`config.mk`:
```
export PLATFORM = sky130hd
export DESIGN_NAME = dual_xor_cipher_core
export DESIGN_NICKNAME = d
export VERILOG_FILES = /design/src/rtl/dual_xor_cipher_core_pkg.sv /design/src/rtl/dual_xor_cipher_core_galois_lfsr.sv /design/src/rtl/dual_xor_cipher_core.sv
export SDC_FILE = /design/constraint.sdc
export NUM_CORES = 1
export LEC_CHECK = 0
export CORE_MARGIN = 1
export CORE_UTILIZATION = 45
export DETAILED_ROUTE_END_ITERATION = 8
export DONT_BUFFER_PORTS = 1
export HOLD_SLACK_MARGIN = 0.02
export PLACE_DENSITY_LB_ADDON = 0.15
export SLEW_MARGIN = 25
export SYNTH_ARGS = -nofsm -noshare
export SYNTH_HDL_FRONTEND = slang
export SYNTH_SLANG_ARGS = --single-unit
```
`constraint.sdc`:
```
create_clock -name clk -period 3 [get_ports clk]
set_input_delay 0.6 -clock clk [delete_from_list [all_inputs] [get_ports clk]]
set_output_delay 0.6 -clock clk [all_outputs]
set_load 0.05 [all_outputs]
```
`src/rtl/dual_xor_cipher_core_pkg.sv`:
```
// Shared definitions for the dual-XOR cipher core: configuration word geometry,
// field offsets and FSM state encodings.
package dual_xor_cipher_core_pkg;

    localparam int M_DEF = 32;
    localparam int W     = 4 * M_DEF + 2;
    localparam int EXT_A = W - 1;
    localparam int BYP_D = W - 2;

    localparam int CNT_W = 11;

    typedef enum logic [1:0] {
        IDLE  = 2'd0,
        SHIFT = 2'd1,
        ARMED = 2'd2,
        RUN   = 2'd3
    } state_t;

    // Word layout, MSB to LSB: {ext_a, byp_d, tx_taps, tx_seed, rx_taps, rx_seed}
    function automatic int cfg_width(input int m);
        return 4 * m + 2;
    endfunction

    function automatic int rx_seed_off(input int m);
        return 0 * m;
    endfunction

    function automatic int rx_taps_off(input int m);
        return 1 * m;
    endfunction

    function automatic int tx_seed_off(input int m);
        return 2 * m;
    endfunction

    function automatic int tx_taps_off(input int m);
        return 3 * m;
    endfunction

    function automatic int byp_d_pos(input int m);
        return 4 * m;
    endfunction

    function automatic int ext_a_pos(input int m);
        return 4 * m + 1;
    endfunction

endpackage

```
`src/rtl/dual_xor_cipher_core_galois_lfsr.sv`:
```
// Galois LFSR with loadable seed and taps; k is the registered output bit that
// feeds back into the tapped positions on each step.
module galois_lfsr #(
    parameter int N = 32
) (
    input  logic         clk,
    input  logic         rst_n,
    input  logic         en,
    input  logic         ld,
    input  logic [N-1:0] taps,
    input  logic [N-1:0] lfsr_i,
    output logic [N-1:0] lfsr_o,
    output logic         k
);

    logic [N-1:0] lfsr_reg;
    logic [N-1:0] taps_reg;
    logic [N-1:0] lfsr_next;

    for (genvar gi = 0; gi < N; gi++) begin : g_bit
        if (gi == N - 1) begin : g_top
            assign lfsr_next[gi] = taps_reg[gi] & lfsr_reg[0];
        end else begin : g_mid
            assign lfsr_next[gi] = lfsr_reg[gi+1] ^ (taps_reg[gi] & lfsr_reg[0]);
        end
    end

    always_ff @(posedge clk or negedge rst_n) begin
        if (!rst_n) begin
            lfsr_reg <= '0;
            taps_reg <= '0;
        end else if (ld) begin
            lfsr_reg <= lfsr_i;
            taps_reg <= taps;
        end else if (en) begin
            lfsr_reg <= lfsr_next;
        end
    end

    assign lfsr_o = lfsr_reg;
    assign k      = lfsr_reg[0];

endmodule

```
`src/rtl/dual_xor_cipher_core.sv`:
```
// Serially configured TX/RX keystream cipher: encrypts data_i with the TX LFSR,
// decrypts the selected ciphertext with the RX LFSR, and daisy-chains the config.
module dual_xor_cipher_core
    import dual_xor_cipher_core_pkg::*;
#(
    parameter int M = 32
) (
    input  logic       clk,
    input  logic       rst_n,
    input  logic       cfg_en,
    input  logic       cfg_i,
    output logic       cfg_o,
    input  logic       en,
    input  logic       data_i,
    input  logic       cipher_i,
    output logic       cipher_o,
    output logic       decrypted,
    output logic       cfg_valid,
    output logic       cfg_err,
    output logic [1:0] state_o
);

    localparam int                 W_CFG = cfg_width(M);
    localparam logic [CNT_W-1:0]   W_CNT = CNT_W'(W_CFG);
    localparam logic [CNT_W-1:0]   CNT_MAX = '1;

    logic [W_CFG-1:0] shadow_reg;
    logic [CNT_W-1:0] cnt_reg;
    state_t           state_reg;
    state_t           state_next;
    logic             cfg_valid_reg;
    logic             cfg_err_reg;
    logic             ext_a_reg;
    logic             byp_d_reg;

    logic             load;
    logic             bad_end;
    logic             step;
    logic             run;
    logic             tx_k;
    logic             rx_k;
    logic             k_tx;
    logic             k_rx;
    logic             a;
    logic [M-1:0]     tx_lfsr;
    logic [M-1:0]     rx_lfsr;

    always_comb begin
        state_next = state_reg;
        load       = 1'b0;
        bad_end    = 1'b0;
        if (cfg_en) begin
            state_next = SHIFT;
        end else begin
            unique case (state_reg)
                SHIFT: begin
                    if (cnt_reg == W_CNT) begin
                        load       = 1'b1;
                        state_next = ARMED;
                    end else begin
                        bad_end    = 1'b1;
                        state_next = cfg_valid_reg ? ARMED : IDLE;
                    end
                end
                ARMED: if (en) state_next = RUN;
                RUN:   if (!en) state_next = ARMED;
                default: state_next = state_reg;
            endcase
        end
    end

    // cfg_en has priority, so a keystream step can never coincide with a load.
    assign step = (state_reg == RUN) && en && !cfg_en;
    assign run  = (state_reg == RUN);

    always_ff @(posedge clk or negedge rst_n) begin
        if (!rst_n) begin
            state_reg     <= IDLE;
            shadow_reg    <= '0;
            cnt_reg       <= '0;
            cfg_valid_reg <= 1'b0;
            cfg_err_reg   <= 1'b0;
            ext_a_reg     <= 1'b0;
            byp_d_reg     <= 1'b0;
        end else begin
            state_reg <= state_next;
            if (cfg_en) begin
                shadow_reg <= {cfg_i, shadow_reg[W_CFG-1:1]};
                // The entry cycle already carries one bit, hence restart at 1.
                if (state_reg != SHIFT) begin
                    cnt_reg <= CNT_W'(1);
                end else if (cnt_reg != CNT_MAX) begin
                    cnt_reg <= cnt_reg + CNT_W'(1);
                end
            end
            if (load) begin
                cfg_valid_reg <= 1'b1;
                cfg_err_reg   <= 1'b0;
                ext_a_reg     <= shadow_reg[ext_a_pos(M)];
                byp_d_reg     <= shadow_reg[byp_d_pos(M)];
            end else if (bad_end) begin
                cfg_err_reg   <= 1'b1;
            end
        end
    end

    galois_lfsr #(
        .N(M)
    ) u_tx_lfsr (
        .clk    (clk),
        .rst_n  (rst_n),
        .en     (step),
        .ld     (load),
        .taps   (shadow_reg[tx_taps_off(M) +: M]),
        .lfsr_i (shadow_reg[tx_seed_off(M) +: M]),
        .lfsr_o (tx_lfsr),
        .k      (tx_k)
    );

    galois_lfsr #(
        .N(M)
    ) u_rx_lfsr (
        .clk    (clk),
        .rst_n  (rst_n),
        .en     (step),
        .ld     (load),
        .taps   (shadow_reg[rx_taps_off(M) +: M]),
        .lfsr_i (shadow_reg[rx_seed_off(M) +: M]),
        .lfsr_o (rx_lfsr),
        .k      (rx_k)
    );

    // Keystream is suppressed outside RUN so the datapath degrades to a passthrough.
    assign k_tx      = run & tx_k;
    assign k_rx      = run & rx_k;
    assign cipher_o  = data_i ^ k_tx;
    assign a         = ext_a_reg ? cipher_o : cipher_i;
    assign decrypted = byp_d_reg ? a : (a ^ k_rx);

    assign cfg_o     = shadow_reg[0];
    assign cfg_valid = cfg_valid_reg;
    assign cfg_err   = cfg_err_reg;
    assign state_o   = state_reg;

    // An all-zero LFSR is a lock-up state: stepping must keep it at zero.
    lockup_tx: assert property (@(posedge clk) disable iff (!rst_n)
        (!load && tx_lfsr == '0) |=> (tx_lfsr == '0));
    lockup_rx: assert property (@(posedge clk) disable iff (!rst_n)
        (!load && rx_lfsr == '0) |=> (rx_lfsr == '0));

endmodule

```
==> flow_metrics.py, run 1 <==
metrics = {
    "worst_setup_path": {
        "critPathBufInv": 2,
        "arrival_ns": 2.27,
        "r2r_slack_ns": 0.57,
        "worstSetupPathType": "flip-flop to primary output",
        "crit_family": "flip-flops",
        "critical-path-slowest-cell": "dfrtp_2",
        "r2r_cells": 7,
        "end_kind": "primary output",
        "required_ns": 2.40,
        "cp_max_fo": 8,
        "r2r_start": "cnt_reg[0]$_DFFE_PN0P_",
        "rr_endpoint": "u_rx_lfsr.taps_reg[19]$_DFFE_PN0P_",
        "critPathMaxStageDelay_ns": 0.57,
        "cp_cell_sequence": "ha_4, buf_4, nand2_1, xnor2_4, mux2i_2, xnor2_2, buf_12",
        "cp-start-kind": "flip-flop",
        "startpoint": "state_o[1]$_DFFE_PN0P_",
    },
    "power_and_ir_drop": {
        "p_int_mw": 6.672,
        "p_clk_frac": 0.456,
        "p_sw_mw": 1.879,
        "seqPwrFrac": 0.478,
        "powerDensity_nw_per_um2": 638.4,
        "p_leak_nw": 6.064,
        "pwr-share-comb": 0.066,
        "ir_drop_mv": 0.4144,
        "switching_share": 0.2197,
        "p_total_mw": 8.550,
    },
    "logic_synthesis": {
        "seq_area_frac_synth": 0.5770,
        "ys.flop_type": "dfrtp_1",
        "syn_area_per_cell_sq_um": 12.70,
        "synth_edf_count": 0,
        "yosys.area.top_type_share": 0.5770,
        "syn-num-nets": 951,
        "synthArstFlopShare": 1.000,
        "yosysMostFrequentCell": "dfrtp_1",
        "synth_cells": 939,
        "ys_ff_latch": 275,
        "synth_cell_type_count": 44,
        "synth_area_leaders": "dfrtp_1, mux2_2, mux2i_1",
        "ys_top_cells_by_count": "dfrtp_1, mux2_2, nand2_1",
        "syn_area_sq_um": 11930,
        "yosys_warnings": 0,
        "synth_top_cell_by_area": "dfrtp_1",
    },
    "layout": {
        "area_growth_pct": 12.30,
        "largest_reg_flops": 130,
        "num_antenna_cells": 0,
        "layout.nets": 940,
        "layout-drive-gt1-share": 0.2836,
        "fillCellCount": 2283,
        "layout.cells.non_filler": 1287,
    },
    "grt": {
        "grt-ovfl-total": 0,
        "antenna_found_initial": 1,
        "grt_max_degree": 276,
        "grt_first_pass_wirelength_mm": 33.98,
        "grt_pass1_vias": 6836,
        "grt_use_total": 0.1514,
    },
    "sta": {
        "tns_ns": 0,
        "setup_viol": 0,
        "worst_pin_slew_ns": 0.5916,
        "worst_hold_slack_ns": -0.2539,
        "fin_crit_ns": 2.871,
        "hold_viol_final": 275,
        "rsz0062_at_grt": "no",
        "max_clock_freq_mhz": 348.3,
        "relSlewSlack": 0.6056,
        "post-route-period-util": 0.9570,
        "finalClockSkew_ns": 0.01365,
        "slew_violations": 0,
    },
    "detailed_routing": {
        "routed_wl_mm": 19.23,
        "wl_per_cell_um": 14.94,
        "ant_nets": 0,
        "post-route-drc-count": 0,
        "drt_first_pass_iters": 4,
        "first_iter_violations": 426,
        "vias": 6665,
        "post_drt_via_cell_ratio": 5.179,
    },
    "die": {
        "num_rows": 59,
        "boundaryPins": 14,
        "start_util": 0.4577,
        "die_w_um": 164.8,
        "core_area_sq_um": 26060,
        "dieArea_sq_um": 27160,
        "die_h_um": 164.8,
    },
    "placed_design": {
        "hpwlAfterDp_mm": 10.38,
        "dp_cells": 1231,
        "gp_congestion": 0.7575,
        "portBuffers": 0,
    },
    "clocking": {
        "cts_buffers": 30,
        "cts_max_path_buffers": 3,
        "clk_latency_ns": 0.55,
        "cts_root_buf": "clkbuf_16",
        "clkSinkCount": 275,
        "h-tree-depth": 1,
        "cts_tree": "built",
        "post_cts_buffers": 0,
        "clk_pin_slew_ns": 0.06,
    },
    "status": {
        "violations": "negative hold slack",
        "status": "finished with violations",
    },
    "job": {
        "drv_cap": 0,
    },
    "min_path": {
        "hp-class": "input pin to async pin",
    },
}
-- metrics by stage --
step | worst slack [ns] | utilization | hold WS (ns) | cell area [sq um]
global placement | 0.4756 | 0.4715 | 0.3100 | 12290
detailed placement | 0.4222 | 0.4715 | 0.3113 | 12290
global route | 0.02936 | 0.5139 | -0.2845 | 13390
finish | 0.1290 | 0.5139 | -0.2539 | 13390
CTS | 0.01232 | 0.5133 | -0.2811 | 13380
floorplan | 0.09916 | - | 0.3044 | 11950
-- logic make-up after synthesis --
logic type               synth area share
AND/OR/NAND/NOR                   0.06284
flip-flops                         0.5770
adder cells (fa/ha/maj)          0.005245
AO/OA/AOI/OAI                     0.04816
buffers and inverters             0.02497
XOR/XNOR                          0.04553
multiplexers                       0.2363
-- metal layers --
layer / global-route usage / wire length, um / share of wire
met5: 0 / 13 / 0.00068
met4: 0.04545 / 449 / 0.023
met3: 0.02788 / 550 / 0.029
met2: 0.2334 / 8439 / 0.44
met1: 0.2167 / 9775 / 0.51
-- how the worst max path moves through the flow --
stage | to | slack (ns) | cells after the start
finish | decrypted | 0.13 | 7
global route | decrypted | 0.03 | 7
CTS | decrypted | 0.01 | 7
detailed placement | decrypted | 0.42 | 7
global placement | decrypted | 0.48 | 7
floorplan | decrypted | 0.1 | 6
-- cell type report --
class / instances / area (sq um) / share of cell area
Clock buffer: 47 / 965.9 / 0.07212
Clock inverter: 9 / 123.9 / 0.009249
Inverter: 9 / 33.78 / 0.002522
Multi-Input combinational cell: 599 / 4795 / 0.3580
Sequential cell: 275 / 6883 / 0.5139
Tap cell: 335 / 419.2 / 0.03130
Timing Repair Buffer: 13 / 172.7 / 0.01289
-- placed cells by master (no fill, tap or decap), types with 5 or more instances in the layout --
master	instances
dfrtp_1	274
mux2_2	190
nand2_1	139
xnor2_1	60
mux2i_1	60
o21ai_1	38
clkbuf_16	31
o21ai_0	30
clkbuf_8	13
a21oi_1	12
inv_1	9
nor2_1	8
buf_4	7
mux2_1	6
buf_12	6
clkinv_2	5
-- power by group through the flow --
stage               logic, mW  registers, mW  clock network, mW
global placement        0.559           4.15                  0
detailed placement      0.565           4.16                  0
global route            0.618           4.13               4.17
floorplan               0.469           4.12                  0
CTS                     0.567           4.09               4.03
finish                  0.562           4.09               3.90
-- timing repair --
item | 4_1_cts | 5_1_grt
endpoints found under the hold margin | 275 | 275
endpoints found under the setup margin | 1 | 1
resized for setup | 1 | 3
pin swaps | 0 | 0
Power figures use the tool's default switching activity.
==> inputs of run 2 (changes only) <==
--- a/config.mk
+++ b/config.mk
@@ -5,7 +5,7 @@
 export SDC_FILE = /design/constraint.sdc
 export NUM_CORES = 1
 export LEC_CHECK = 0
-export CORE_MARGIN = 1
+export CORE_MARGIN = 4
 export CORE_UTILIZATION = 45
 export DETAILED_ROUTE_END_ITERATION = 8
 export DONT_BUFFER_PORTS = 1
==> constraint.sdc (replaced) <==
create_clock -name clk -period 2.4 [get_ports clk]
set_input_delay 0.48 -clock clk [delete_from_list [all_inputs] [get_ports clk]]
set_output_delay 0.48 -clock clk [all_outputs]
set_load 0.05 [all_outputs]
==> run 2 against run 1 <==
Effect of this change:
- the run still ends with negative hold slack left
- combinational power is 37% higher
- sequential share of layout area is 0.43 points lower
- worst hold slack worse by 0.093 ns
- die area is 7.4% higher
- critical endpoint unchanged
- largest power group unchanged
- register-to-register slack worse by 0.44 ns
==> flow_metrics.py, run 2 (synthesis results as in run 1) <==
metrics = {
    "status": {
        "status": "finished with violations",
        "violations": "negative hold slack",
    },
    "grt": {
        "grt_max_degree": 276,
        "grt_pass1_vias": 6846,
        "grt-ovfl-total": 0,
        "grt_use_total": 0.1367,
        "antenna_found_initial": 0,
        "grt_first_pass_wirelength_mm": 33.86,
    },
    "die": {
        "die_h_um": 170.8,
        "dieArea_sq_um": 29170,
        "core_area_sq_um": 26060,
        "start_util": 0.4577,
        "num_rows": 59,
        "die_w_um": 170.8,
        "boundaryPins": 14,
    },
    "layout": {
        "area_growth_pct": 13.27,
        "layout-drive-gt1-share": 0.2930,
        "largest_reg_flops": 130,
        "fin_util": 0.5184,
        "fillCellCount": 2276,
        "final_cell_mix": "dfrtp_1, mux2_2, nand2_1",
        "final_area_sq_um": 13510,
        "layout_commonest_cell": "dfrtp_1",
        "num_antenna_cells": 0,
        "layout.nets": 951,
        "layout.cells.non_filler": 1294,
    },
    "power_and_ir_drop": {
        "ir_drop_mv": 0.6397,
        "p_total_mw": 10.60,
        "p_leak_nw": 6.122,
        "powerDensity_nw_per_um2": 785.0,
    },
    "placed_design": {
        "placed_area_sq_um": 12420,
        "gp_congestion": 0.7071,
        "portBuffers": 0,
        "dp_slack_ns": 0.09428,
        "hpwlAfterDp_mm": 10.78,
        "dp_cells": 1239,
    },
    "sta": {
        "max_clock_freq_mhz": 431.7,
        "hold_viol_final": 275,
        "slew_violations": 0,
        "setup_viol": 0,
        "finalClockSkew_ns": 0.01072,
        "post-route-period-util": 0.9651,
        "fin_crit_ns": 2.316,
        "worst_pin_slew_ns": 0.6862,
        "tns_ns": 0,
        "relSlewSlack": 0.5426,
        "setup_ws_ns": 0.08371,
        "worst_hold_slack_ns": -0.3470,
        "rsz0062_at_grt": "no",
    },
    "clocking": {
        "cts_max_path_buffers": 3,
        "cts_root_buf": "clkbuf_16",
        "clk_latency_ns": 0.54,
        "clkSinkCount": 275,
        "clk_pin_slew_ns": 0.06,
        "cts_tree": "built",
        "cts_buffers": 30,
        "h-tree-depth": 1,
    },
    "detailed_routing": {
        "post_drt_via_cell_ratio": 5.213,
        "wl_per_cell_um": 14.84,
        "routed_wl_mm": 19.21,
        "highest_layer": "met4",
        "post-route-drc-count": 0,
        "ant_nets": 0,
        "routed-wl-met2_mm": 8.498,
        "first_iter_violations": 385,
        "wl_met3_um": 541,
        "vias": 6746,
        "drt_first_pass_iters": 4,
        "wl_met1_mm": 9.700,
    },
    "worst_setup_path": {
        "required_ns": 1.92,
        "crit_top_cell": "xnor2_4",
        "cp_cell_sequence": "ha_4, nand2_4, xnor2_4, mux2i_4, xnor2_4, buf_12",
        "cp-start-kind": "flip-flop",
        "critPathMaxStageDelay_ns": 0.39,
        "worstSetupPathType": "flip-flop to primary output",
        "cp_max_fo": 5,
        "arrival_ns": 1.84,
        "end_kind": "primary output",
        "critical-path-slowest-cell": "dfrtp_2",
    },
    "job": {
        "drv_cap": 0,
    },
    "min_path": {
        "hp-class": "input pin to async pin",
    },
}
run 2: cell count changes in the layout (fill, tap and decap cells not counted), sizes merged:
cell,delta
buf,+11
clkbuf,-5
clkinv,-2
clkinvlp,+1
inv,+2
run 2: path summary, 6_finish.rpt:
check / start / endpoint / slack (ns) / cells after the start
min in group clk: cfg_en / cnt_reg[4]$_DFFE_PN0P_ / 0.07 / 1
max in group asynchronous: rst_n / u_tx_lfsr.lfsr_o[28]$_DFFE_PN0P_ / 2.17 / 0
min reg2reg: u_tx_lfsr.taps_reg[6]$_DFFE_PN0P_ / u_tx_lfsr.taps_reg[6]$_DFFE_PN0P_ / 0.49 / 1
min: rst_n / u_tx_lfsr.taps_reg[15]$_DFFE_PN0P_ / -0.35 / 0
max: state_o[0]$_DFFE_PN0P_ / decrypted / 0.08 / 6
max reg2reg: cnt_reg[0]$_DFFE_PN0P_ / u_tx_lfsr.taps_reg[10]$_DFFE_PN0P_ / 0.13 / 7
run 2: worst max-delay path, delay by kind of cell (launching register included):
kind | cells | cell delay (ns)
AND/OR/NAND/NOR | 1 | 0.07
XOR/XNOR | 2 | 0.30
flip-flops | 1 | 0.39
buffers and inverters | 1 | 0.15
multiplexers | 1 | 0.20
adder cells (fa/ha/maj) | 1 | 0.18
run 2: final cells by class:
cell class	instances	area [sq um]	share of cell area
clock buffer	42	907.1	0.06715
sequential	275	6884	0.5096
inverter	9	33.78	0.002501
timing repair buffer	24	304.0	0.02251
tap	335	419.2	0.03103
clock inverter	10	135.1	0.01000
multi-input combinational	599	4826	0.3572
run 2: routing by layer:
layer,global-route usage,vias to the layer above
met5,0,-
met3,0.02357,31
met1,0.1970,3400
li1,-,3249
met2,0.2139,66
met4,0.04097,0
run 2: repair_timing:
item                                    CTS  global route
resized for setup                         0             4
gates cloned                              0             0
pin swaps                                 1             0
endpoints found under the setup margin    1            13
endpoints found under the hold margin   275           275
buffers inserted                          3             0
run 2: power breakdown:
group | switching (mW) | internal (mW) | total, mW
combinational | 0.355 | 0.415 | 0.770
sequential | 0.207 | 4.89 | 5.10
clock | 1.80 | 2.94 | 4.73
total | 2.36 | 8.25 | 10.6
